$ cat src/rtl/delay_line_pipe.sv
// Run-time selectable delay line: a WIDTH-bit word plus valid, delayed by 0..MAX_DEPTH enabled stages.
// Optional macro DELAY_LINE_OCC_EN adds the occ port (registered count of valid words in the line).
module delay_line_pipe #(
  parameter int WIDTH     = 8,
  parameter int MAX_DEPTH = 4,
  parameter int SELW      = $clog2(MAX_DEPTH + 1)
) (
  input  logic             clk,
  input  logic             rst,
  input  logic             en,
  input  logic             flush,
  input  logic [SELW-1:0]  dly_sel,
  input  logic             in_valid,
  input  logic [WIDTH-1:0] in_data,
  output logic             out_valid,
  output logic [WIDTH-1:0] out_data
`ifdef DELAY_LINE_OCC_EN
  ,
  output logic [SELW-1:0]  occ
`endif
);

  // Valid-only stream: a word is taken on every enabled edge and leaves through
  // the selected tap; there is no ready, nothing backpressures, and words falling
  // off the last stage are dropped.

  localparam logic [SELW-1:0] MAX_SEL = SELW'(MAX_DEPTH);

  logic [MAX_DEPTH:1] v_q, v_d;
  logic [WIDTH-1:0]   d_q [1:MAX_DEPTH];
  logic [WIDTH-1:0]   d_d [1:MAX_DEPTH];
  logic [SELW-1:0]    eff;
  logic               tap_v;
  logic [WIDTH-1:0]   tap_d;

  // Flush only clears valids; data bits are left where they are.
  always_comb begin
    v_d = v_q;
    d_d = d_q;
    if (flush) begin
      v_d = '0;
    end else if (en) begin
      v_d[1] = in_valid;
      d_d[1] = in_data;
      for (int k = 2; k <= MAX_DEPTH; k++) begin
        v_d[k] = v_q[k-1];
        d_d[k] = d_q[k-1];
      end
    end
  end

  always_ff @(posedge clk or posedge rst) begin
    if (rst) begin
      v_q <= '0;
      for (int k = 1; k <= MAX_DEPTH; k++) begin
        d_q[k] <= '0;
      end
    end else begin
      v_q <= v_d;
      d_q <= d_d;
    end
  end

  assign eff = (dly_sel > MAX_SEL) ? MAX_SEL : dly_sel;

  // eff == 0 falls through to the combinational bypass.
  always_comb begin
    tap_v = in_valid;
    tap_d = in_data;
    for (int k = 1; k <= MAX_DEPTH; k++) begin
      if (eff == SELW'(k)) begin
        tap_v = v_q[k];
        tap_d = d_q[k];
      end
    end
  end

  assign out_valid = tap_v;
  assign out_data  = tap_v ? tap_d : '0;

`ifdef DELAY_LINE_OCC_EN
  logic [SELW-1:0] occ_q, occ_d;

  // Tracks valids entering s[1] and leaving s[MAX_DEPTH]; bounded by construction.
  always_comb begin
    occ_d = occ_q;
    if (flush) begin
      occ_d = '0;
    end else if (en) begin
      occ_d = occ_q + SELW'(in_valid) - SELW'(v_q[MAX_DEPTH]);
    end
  end

  always_ff @(posedge clk or posedge rst) begin
    if (rst) begin
      occ_q <= '0;
    end else begin
      occ_q <= occ_d;
    end
  end

  assign occ = occ_q;
`endif

endmodule

$ cat config.mk
export PLATFORM = sky130hd
export DESIGN_NAME = delay_line_pipe
export DESIGN_NICKNAME = d
export VERILOG_FILES = /design/src/rtl/delay_line_pipe.sv
export SDC_FILE = /design/constraint.sdc
export NUM_CORES = 1
export LEC_CHECK = 0
export CORE_MARGIN = 8
export CORE_UTILIZATION = 40
export DETAILED_ROUTE_END_ITERATION = 8
export HOLD_SLACK_MARGIN = 0.03
export PLACE_DENSITY = 0.68
export SLEW_MARGIN = 20
export SYNTH_ARGS = -nofsm -noshare
export SYNTH_HDL_FRONTEND = slang
export SYNTH_SLANG_ARGS = --single-unit
$ cat constraint.sdc
create_clock -name clk -period 2.7 [get_ports clk]
set_input_delay 0.54 -clock clk [delete_from_list [all_inputs] [get_ports clk]]
set_output_delay 0.54 -clock clk [all_outputs]
set_load 0.02 [all_outputs]
==> results.md <==
* Clock power share at between 20% and 30%
* First-pass GRT wire length at about 6200 µm
* DR WL/cell at approximately 17 µm
* Met2 GRT Util at around 18%
* Final Wtd Congestion at between 0.7 and 0.8
* Avg Inst Size Synth at 15.0 µm²
* # hold bufs at CTS at 0
* Remaining antenna violation count at 0
* Worst reg-to-reg path cell count at 1
* Clock Latency Late Sink at between 0.2 and 0.3 ns
* Worst Tran Pin Value at around 0.46 ns
* Logic gate share of total power at 23.7%
* TritonCTS clock tree: yes
* Hold Vio Cnt, Final at 0
* H-tree Lvls at 2
* Final setup vio count at 0
* Post-Syn Area at approximately 0.0019 mm²
* Final Cycle Share at a little over nine tenths
* Initial antenna violation count at 0
* Pre-CTS WS at -0.344 ns
* RSZ-0062 raised after global routing: false
* Met1 GRT Util at ~13%
* Setup crit start kind: primary input
* Grt met3 use at 3.28%
* Syn Nets at about 140
* All-layer global routing usage at 11.1%
* Vias in the first global route at roughly 1,300
* Tmin final at 2.65 ns
* Worst hold path class: reg2reg
* Detailed-route via count at 1,135
* Fmax at 377 MHz
* Distinct cells, synth at 19
* Hold_sp: d_q[1]
* Busiest grt layer: met2
* Port Buffers at 24
* Num CTS Buffers at 5
* Critical path endpoint category: output pin
* Vias per inst at around 5.3
* Sink Count at 36
* Nets at 176
* Hold WS at around 0.52 ns
* Worst hold endpoint: d_q[1]
* Util after Layout at about half
* Switching Power at 414 µW
* Final Max Tran Viols at 0
* Chip Width at 85.1 µm
* Largest net degree at the start of global routing at 37
* Worst Path Required at 2.16 ns
* Clock Pin Slew Worst Setup and Hold Paths at ~0.080 ns
* Cell Area, Placed at 0.00220 mm²
* Max transition margin at between 60% and 70%
* Crit-path max FO at 9
* Final Routed Wirelength at around 3700 µm
* Ys Warns at 0
* IO Count at 25
* Rows at 25
* Max IR drop VDD at approximately 360 µV
* Sequential-to-total area share from yosys stat at 47.2%
* Synthesized netlist cell count at 127
* Design area at around 0.0023 mm²
* Gr ovfl total at 0
* Ant diodes at 0
* Core ar. at about 0.0047 mm²
* Yosys reg bits at 36
* Worst flop-to-flop path startpoint: d_q[18]
* Initial DRC Count at 33
* Dpl hpwl at about 2500 µm
* Area grow syn2layout at 22.8%
* Leak Pwr at between 0.001 and 0.0015 µW
* Sequential share of power at a little under half
* Hold depth at 1
* First-pass iteration count of the detailed router at 4
* Filler cells at a little under 400
* Internal Power at roughly 1200 µW
* Arrival @ worst endpoint at about 2.1 ns
* Final TNS setup at 0 ns
* Flop2flop setup slack at roughly 1.9 ns
* DRC at 0
* PD cells at around 700 mW/mm²
* Die H at 85.1 µm
* CTS Buffer Depth at 2
* Die ar. at between 0.007 and 0.008 mm²
* Layout Skew at 0.00854 ns
* Number of max-cap violations at 0
* WS Path Type: in2out
* R2R Path End: d_q[18]
* Clock Tree Root: clkbuf_8
* Sw frac at 25.3%
* Starting Density at between 40% and 50%
* Fraction of final layout cells sized beyond drive strength 1 at 44.1%
* Status: finished clean
* Setup ws final at roughly 0.05 ns
[power by group through the flow]
stage / clock network, µW / logic [µW] / registers [µW]
CTS: 484 / 392 / 780
global route: 510 / 416 / 797
finish: 471 / 389 / 780
global placement: 0 / 376 / 774
detailed placement: 0 / 389 / 788
floorplan: 0 / 322 / 754
[final cells by class]
type	instances	area, µm²	area share [%]
repair buffers	34	350	15.0
clock inverters	3	42.5	1.82
inverters	8	30.0	1.28
flip-flops and latches	36	901	38.5
multi-input cells	75	882	37.7
clock buffers	5	68.8	2.94
well taps	54	67.6	2.88
[cells in the final DEF, fill, tap and decap left out]
master | netlist | final
dfrtp_1 | 36 | 36
mux2_4 | 31 | 31
clkdlybuf4s50_1 | 0 | 14
inv_1 | 8 | 8
nand2_1 | 8 | 8
mux4_2 | 7 | 7
o21ai_1 | 7 | 7
buf_4 | 1 | 6
mux2_2 | 5 | 5
clkbuf_8 | 0 | 5
mux2i_1 | 4 | 4
nor2_1 | 5 | 4
buf_12 | 3 | 4
nand3_1 | 3 | 3
dlygate4sd2_1 | 0 | 3
clkdlybuf4s15_2 | 0 | 3
nor2b_4 | 1 | 2
clkbuf_2 | 0 | 2
and2_1 | 1 | 1
nor2_2 | 0 | 1
a22oi_4 | 1 | 1
nand2b_1 | 1 | 1
clkinvlp_4 | 0 | 1
bufinv_16 | 0 | 1
clkinv_2 | 0 | 1
buf_2 | 0 | 1
clkdlybuf4s15_1 | 0 | 1
[stage by stage]
stage,total power [µW],instances
4_1_cts,1660,215
6_report,1640,215
3_5_place_dp,1180,204
5_1_grt,1720,215
2_1_floorplan,1080,127
3_3_place_gp,1150,204
[per-layer routing]
metal / part of all wire (%) / up-vias
met3: 4.5 / 8
met1: 47 / 595
li1: - / 505
met4: 1.6 / 0
met2: 46 / 27
met5: 0 / -
[timing repair]
action | in CTS | in global routing
resized for setup | 19 | 8
endpoints found under the hold margin | 0 | 0
endpoints found under the setup margin | 9 | 7
buffers inserted | 3 | 0
cloned | 0 | 0
pin swaps | 1 | 0
[worst max-delay path by stage]
stage               startpoint          end  depth (start not counted)
CTS                 dly_sel[0]  out_data[4]                          7
finish              dly_sel[0]  out_data[4]                          6
global route        dly_sel[0]  out_data[4]                          6
detailed placement  dly_sel[1]  out_data[0]                          5
floorplan           dly_sel[0]  out_data[0]                          4
global placement    dly_sel[1]  out_data[0]                          5
[synth_stat cells]
cell / number / share of area (%)
mux2i_1: 4 / 2.1
dfrtp_1: 36 / 47
mux2_2: 5 / 3.0
buf_6: 3 / 1.8
and2_1: 1 / 0.33
nand2b_1: 1 / 0.33
nor2b_1: 1 / 0.33
buf_4: 1 / 0.39
buf_12: 3 / 3.1
inv_1: 8 / 1.6
mux2_4: 31 / 24
nor2b_4: 1 / 0.72
nand2_1: 8 / 1.6
o21ai_1: 7 / 1.8
nand3_1: 3 / 0.79
mux4_2: 7 / 8.3
buf_1: 1 / 0.20
nor2_1: 5 / 0.98
a22oi_4: 1 / 1.1
[worst max-delay path, cell delays in order]
cell and delay, ns:
clkdlybuf4s50_1 0.51, buf_12 0.16, mux4_2 0.50, inv_1 0.06, o21ai_1 0.06, clkdlybuf4s15_1 0.28
[registers in the layout, summed over array words and instances (netlist names)]
| register | cells |
|---|---|
| v_q | 4 |
| d_q | 32 |
[cells by family (layout without fill, tap and decap cells)]
group | Yosys count | in the layout | synth area share (%)
simple gates | 20 | 20 | 5.05
buf+inv | 16 | 50 | 7.08
compound gates | 8 | 8 | 2.95
flops | 36 | 36 | 47.2
mux | 47 | 47 | 37.7
Power figures use the tool's default switching activity.
